## config.mk

```make
export PLATFORM = sky130hd
export DESIGN_NAME = aq_dtu_pcfifo_mc
export DESIGN_NICKNAME = d
export VERILOG_FILES = /design/src/rtl/aq_dtu_pcfifo_mc.sv
export SDC_FILE = /design/constraint.sdc
export NUM_CORES = 2
export LEC_CHECK = 0
export CELL_PAD_IN_SITES_DETAIL_PLACEMENT = 0
export CELL_PAD_IN_SITES_GLOBAL_PLACEMENT = 1
export CORE_MARGIN = 3
export CORE_UTILIZATION = 40
export DETAILED_ROUTE_END_ITERATION = 6
export GPL_TIMING_DRIVEN = 1
export PLACE_DENSITY_LB_ADDON = 0.1
export SLEW_MARGIN = 20
export SYNTH_ARGS = -nofsm -noshare
export SYNTH_HDL_FRONTEND = slang
export SYNTH_SLANG_ARGS = --single-unit
```

## constraint.sdc

```tcl
create_clock -name vclk -period 6.6
set_input_delay 1.32 -clock vclk [all_inputs]
set_output_delay 1.32 -clock vclk [all_outputs]
set_load 0.01 [all_outputs]
```

## src/rtl/aq_dtu_pcfifo_mc.sv

```systemverilog
`default_nettype none
// aq_dtu_pcfifo_mc: debug trace buffer of retired change-of-flow target PCs, read via CP0 0xfe2/0xfe3.
// Define AQ_DTU_PCFIFO_TSTAMP_EN to store a 16-bit "cycles since previous write" stamp with each entry.

module gated_clk_cell (
   input  logic clk_in,
   input  logic global_en,
   input  logic module_en,
   input  logic local_en,
   input  logic pad_yy_icg_scan_en,
   output logic clk_out
);
   logic en_lat;

   always_latch begin
      if (!clk_in) en_lat = (global_en & (module_en | local_en)) | pad_yy_icg_scan_en;
   end

   assign clk_out = clk_in & en_lat;
endmodule

module aq_dtu_pcfifo_mc #(
   parameter int PA_WIDTH = 40,
   parameter int DEPTH    = 16,
   parameter int PTR_W    = 4,
   parameter int RETIRE_W = 2,
   parameter int DATAW    = 64
) (
   input  logic                         forever_cpuclk,
   input  logic                         cpurst_b,
   input  logic                         cp0_yy_clk_en,
   input  logic                         cp0_dtu_icg_en,
   input  logic                         pad_yy_icg_scan_en,
   input  logic                         cp0_dtu_rreg,
   input  logic [11:0]                  cp0_dtu_addr,
   input  logic                         cp0_dtu_pcfifo_frz,
   input  logic                         cp0_dtu_pcfifo_clr,
   input  logic                         rtu_dtu_halt_ack,
   input  logic [RETIRE_W-1:0]          rtu_dtu_retire_vld,
   input  logic [RETIRE_W-1:0]          rtu_dtu_retire_chgflw,
   input  logic [RETIRE_W*PA_WIDTH-1:0] rtu_dtu_retire_next_pc,
   output logic [PA_WIDTH-1:0]          latest_pc,
   output logic [DATAW-1:0]             pcfifo_regs_data,
   output logic [DATAW-1:0]             pcfifo_status_data,
   output logic                         pcfifo_ovf
);
   localparam int              CW        = PTR_W + 1;
   localparam int              SW        = PTR_W + 2;
   localparam logic [SW-1:0]   DEPTH_S   = SW'(DEPTH);
   localparam logic [CW-1:0]   DEPTH_C   = CW'(DEPTH);
   localparam logic [11:0]     ADDR_DATA = 12'hfe2;

   logic [PA_WIDTH-1:0] entry_q [DEPTH];
   logic [PTR_W-1:0]    wptr_q, wptr_d, rptr_q;
   logic [CW-1:0]       cnt_q, cnt_d, rd_rem_q;
   logic                ovf_q, ovf_d, first_q;

   logic [PA_WIDTH-1:0] slot_pc  [RETIRE_W];
   logic [PTR_W-1:0]    slot_idx [RETIRE_W];
   logic [RETIRE_W-1:0] wr_vec;
   logic [PTR_W-1:0]    nw;
   logic [SW-1:0]       cnt_sum;
   logic [PA_WIDTH-1:0] wr_pc_young;
   logic [DATAW-1:0]    rd_word;
   logic                wr_any, rd_hit, rd_go, gclk;

   // A clear in the same cycle drops any retiring writes.
   assign wr_vec = rtu_dtu_retire_vld & rtu_dtu_retire_chgflw
                 & {RETIRE_W{~cp0_dtu_pcfifo_frz & ~cp0_dtu_pcfifo_clr}};
   assign wr_any = |wr_vec;
   assign rd_hit = cp0_dtu_rreg & (cp0_dtu_addr == ADDR_DATA);
   assign rd_go  = rd_hit & (rd_rem_q != '0);

   always_comb begin
      nw          = '0;
      wr_pc_young = '0;
      for (int i = 0; i < RETIRE_W; i++) begin
         slot_pc[i]  = rtu_dtu_retire_next_pc[i*PA_WIDTH +: PA_WIDTH];
         slot_idx[i] = wptr_q + nw;
         if (wr_vec[i]) begin
            nw          = nw + PTR_W'(1);
            wr_pc_young = slot_pc[i];
         end
      end
   end

   assign wptr_d  = wptr_q + nw;
   assign cnt_sum = {1'b0, cnt_q} + {2'b00, nw};
   assign cnt_d   = (cnt_sum > DEPTH_S) ? DEPTH_C : cnt_sum[CW-1:0];
   assign ovf_d   = ovf_q | (cnt_sum > DEPTH_S);

   gated_clk_cell x_pcfifo_gateclk (
      .clk_in             (forever_cpuclk),
      .global_en          (cp0_yy_clk_en),
      .module_en          (cp0_dtu_icg_en),
      .local_en           (wr_any | rd_hit | rtu_dtu_halt_ack | cp0_dtu_pcfifo_clr),
      .pad_yy_icg_scan_en (pad_yy_icg_scan_en),
      .clk_out            (gclk)
   );

`ifdef AQ_DTU_PCFIFO_TSTAMP_EN
   logic [15:0] ts_q;
   logic [15:0] ts_ent_q [DEPTH];

   // Runs on the free clock so idle cycles are counted while the buffer is gated off.
   always_ff @(posedge forever_cpuclk or negedge cpurst_b) begin
      if (!cpurst_b) begin
         ts_q <= '0;
      end else if (cp0_dtu_pcfifo_clr | wr_any) begin
         ts_q <= '0;
      end else if (ts_q != 16'hffff) begin
         ts_q <= ts_q + 16'd1;
      end
   end

   assign rd_word = DATAW'({ts_ent_q[rptr_q], 48'($signed(entry_q[rptr_q]))});
`else
   assign rd_word = DATAW'($signed(entry_q[rptr_q]));
`endif

   always_ff @(posedge gclk or negedge cpurst_b) begin
      if (!cpurst_b) begin
         for (int e = 0; e < DEPTH; e++) begin
            entry_q[e] <= '0;
`ifdef AQ_DTU_PCFIFO_TSTAMP_EN
            ts_ent_q[e] <= '0;
`endif
         end
      end else begin
         for (int i = 0; i < RETIRE_W; i++) begin
            if (wr_vec[i]) begin
               entry_q[slot_idx[i]] <= slot_pc[i];
`ifdef AQ_DTU_PCFIFO_TSTAMP_EN
               ts_ent_q[slot_idx[i]] <= ts_q;
`endif
            end
         end
      end
   end

   always_ff @(posedge gclk or negedge cpurst_b) begin
      if (!cpurst_b) begin
         wptr_q   <= '0;
         rptr_q   <= '0;
         cnt_q    <= '0;
         rd_rem_q <= '0;
         ovf_q    <= 1'b0;
         first_q  <= 1'b0;
      end else if (cp0_dtu_pcfifo_clr) begin
         wptr_q   <= '0;
         rptr_q   <= '0;
         cnt_q    <= '0;
         rd_rem_q <= '0;
         ovf_q    <= 1'b0;
      end else begin
         wptr_q <= wptr_d;
         cnt_q  <= cnt_d;
         ovf_q  <= ovf_d;
         if (rtu_dtu_halt_ack) begin
            // Oldest valid entry, counting writes retiring in this same cycle.
            rptr_q   <= wptr_d - cnt_d[PTR_W-1:0];
            rd_rem_q <= cnt_d;
            first_q  <= 1'b1;
         end else if (rd_go) begin
            first_q <= 1'b0;
            if (!cp0_dtu_pcfifo_frz) begin
               rptr_q   <= rptr_q + PTR_W'(1);
               rd_rem_q <= rd_rem_q - CW'(1);
            end
         end
      end
   end

   always_comb begin
      pcfifo_regs_data = '0;
      if (rd_go) begin
         pcfifo_regs_data    = rd_word;
         pcfifo_regs_data[0] = rd_word[0] | first_q;
      end
   end

   always_comb begin
      pcfifo_status_data        = '0;
      pcfifo_status_data[31]    = ovf_q;
      pcfifo_status_data[23:16] = 8'(rd_rem_q);
      pcfifo_status_data[7:0]   = 8'(cnt_q);
   end

   assign latest_pc  = wr_any ? wr_pc_young
                     : (cnt_q != '0) ? entry_q[wptr_q - PTR_W'(1)] : '0;
   assign pcfifo_ovf = ovf_q;
endmodule
`default_nettype wire

```

==> reports/results.txt <==
Grt ovf - 0
Max-slew violations - 0
Yosys warnings - 0
Setup_tns - 0 ns
FMAX - 172 MHz
P&R area growth vs syn - 7.57%
Postcts setup bufs - 0
First-pass GRT wire length - 231000 um
Leakage - 21.4 nW
Final period utilization - 88.0%
Post-layout nets - 3594
Post-Route WL - 160000 um
Hold_sp - rtu_dtu_retire_next_pc[34]
Max_slew headroom - 20.9%
Util after Layout - 43.4%
Port-buffer cells - 221
FP Rows - 120
Post-CTS Resized - 0
Detailed-route DRC error count - 0
WHS Path Cells - 5
Tightest Pin Transition - 1.19 ns
Initial DRT Pass Iterations - 5
CP endpoint kind - output pin
Post-route setup slack - 0.791 ns
ANT nets after route - 0
Max Cap Violations - 0
Status - complete, no violations
Count of unclocked register or latch pins - 661
Largest net degree at the start of global routing - 123
# IOs - 274
Synthesized area per cell - 12.1 um^2
Maximum VDD drop - 0.0000330 V
GP Congestion - 0.794
Cell area after layout - 46600 um^2
Asr flop ratio synth - 99.8%
Number of fill cells in the layout - 9725
PD cells - 20.7 nW/um^2
Ys flop type - dfrtp_1
GRT Total Usage - 27.8%
Die Height - 335 um
Total number of vias - 31200
Unrepaired setup endpoints after global routing - no
Hold-fix buffers, CTS - 0
Initial antenna violation count - 5
Fin crit period - 5.81 ns
Post-Syn Instances - 3569
Mapped Area - 43400 um^2
Worst-path fanout max - 25
Critical path class - in -> out
Post-placement setup slack - 0.823 ns
Initial Utilization - 40.4%
Initial DRC count - 2798
Fin. Hold Viols - 0
Layout cells sized above 1 - 33.4%
Startpoint types - input pin
Hpwl dp - 90300 um
Die span in x - 335 um
Vias in the first global route - 31900
Worst Hold Class - in -> out
Cell area after placement - 46500 um^2
WP data required - 5.28 ns
WP data arrival - 4.49 ns
Synth cell types - 62
DR vias/cell - 6.41
#FFs+latches synth - 661
Setup-failing EPs final - 0
Overall power - 0.968 mW
Number of synthesized flops with an enable pin - 0
Core region area - 107000 um^2
Mean routed wirelength per cell - 32.9 um
WHS Endpoint - latest_pc[34]
Total Die Area - 112000 um^2
Number of unconstrained endpoints - 673
state kept, by name (all words and copies together), names as in the netlist:
register	cells
entry_q	640
cnt_q	5
rd_rem_q	5
rptr_q	4
wptr_q	4
first_q	1
pcfifo_ovf	1
x_pcfifo_gateclk.en_lat	1
power by group:
group	internal, mW	switching [mW]
Sequential	0.224	0.0324
Clock	0.0000000786	0
Combinational	0.234	0.477
Total	0.458	0.509
routing by layer:
layer,vias to the layer above,part of all wire (%),track usage [%]
li1,12900,-,-
met2,1377,48,46.0
met4,0,2.7,6.34
met3,228,6.7,3.51
met1,16700,43,39.2
met5,-,0,0
kinds of logic (layout without fill, tap and decap cells):
logic type	Yosys count	after routing	share of synthesized area, %
latches	1	1	0.0346
XOR/XNOR	18	18	0.364
multiplexers	1402	1402	44.7
AND/OR/NAND/NOR	511	511	5.05
adder cells (fa/ha/maj)	19	19	0.560
other	1	57	0.00865
flip-flops	660	660	38.1
buffers and inverters	469	317	4.93
AO/OA/AOI/OAI	488	488	6.24
synthesized netlist by cell type (all sizes together), types with 12 or more instances:
cell / count / area share (%)
dfrtp: 660 / 38
inv: 12 / 0.10
clkbuf: 289 / 2.5
o21ai: 209 / 2.4
o22ai: 40 / 0.58
mux4: 360 / 19
buf: 168 / 2.3
nor2: 192 / 1.7
mux2i: 360 / 8.3
mux2: 682 / 18
ha: 17 / 0.49
a22oi: 41 / 0.71
a21oi: 167 / 1.9
nand3: 18 / 0.21
nor2b: 44 / 0.63
nand2: 214 / 1.9
critical path, cell delays in order:
cell and delay, ns:
clkdlybuf4s50_1 0.39, nand2b_1 0.15, or4_1 0.48, or4_2 1.03, nor2b_1 0.23, buf_4 0.27, clkdlybuf4s50_1 0.59
placed cells by master, fill, tap and decap left out, types with 4 or more instances in the layout:
| master | instances |
|---|---|
| mux2_2 | 661 |
| dfrtp_1 | 655 |
| mux2i_1 | 360 |
| mux4_2 | 360 |
| clkdlybuf4s50_1 | 220 |
| nand2_1 | 210 |
| o21ai_0 | 191 |
| nor2_1 | 187 |
| a21oi_1 | 165 |
| buf_4 | 70 |
| conb_1 | 53 |
| nor2b_1 | 44 |
| a22oi_1 | 41 |
| o22ai_1 | 40 |
| mux2_1 | 20 |
| o21ai_1 | 15 |
| ha_1 | 15 |
| nand3_4 | 12 |
| inv_1 | 11 |
| xnor2_1 | 9 |
| nand4_1 | 8 |
| a211oi_1 | 8 |
| xor2_1 | 7 |
| and2_1 | 6 |
| nand3_1 | 6 |
| nor2_4 | 5 |
| buf_16 | 5 |
| buf_6 | 5 |
| dfrtp_4 | 5 |
| diode_2 | 4 |
| a31oi_1 | 4 |
| nand2_4 | 4 |
| nand2b_1 | 4 |
| buf_12 | 4 |
cell type report:
cell class	count	area [um^2]	share of cell area, %
Multi-Input combinational cell	2491	25300	54.2
Inverter	12	45.0	0.0966
Tap cell	1403	1760	3.76
Sequential cell	661	16500	35.5
Antenna cell	4	10.0	0.0215
Timing Repair Buffer	305	3020	6.47
metrics by stage:
stage          cells  hold WS, ns
6_report        4876         4.03
3_3_place_gp    4867         4.01
2_1_floorplan   3621         2.92
3_5_place_dp    4869         4.03
5_1_grt         4872         4.11
4_1_cts         4869         4.04
worst max-delay path by stage:
stage | from | depth (start not counted) | endpoint
after floorplan | cp0_dtu_addr[4] | 5 | pcfifo_regs_data[40]
after global placement | cp0_dtu_addr[4] | 7 | pcfifo_regs_data[7]
after detailed placement | cp0_dtu_addr[4] | 7 | pcfifo_regs_data[41]
after CTS | cp0_dtu_addr[4] | 7 | pcfifo_regs_data[41]
after global routing | cp0_dtu_addr[4] | 7 | pcfifo_regs_data[48]
final | cp0_dtu_addr[4] | 7 | pcfifo_regs_data[59]
Power figures use the tool's default switching activity.
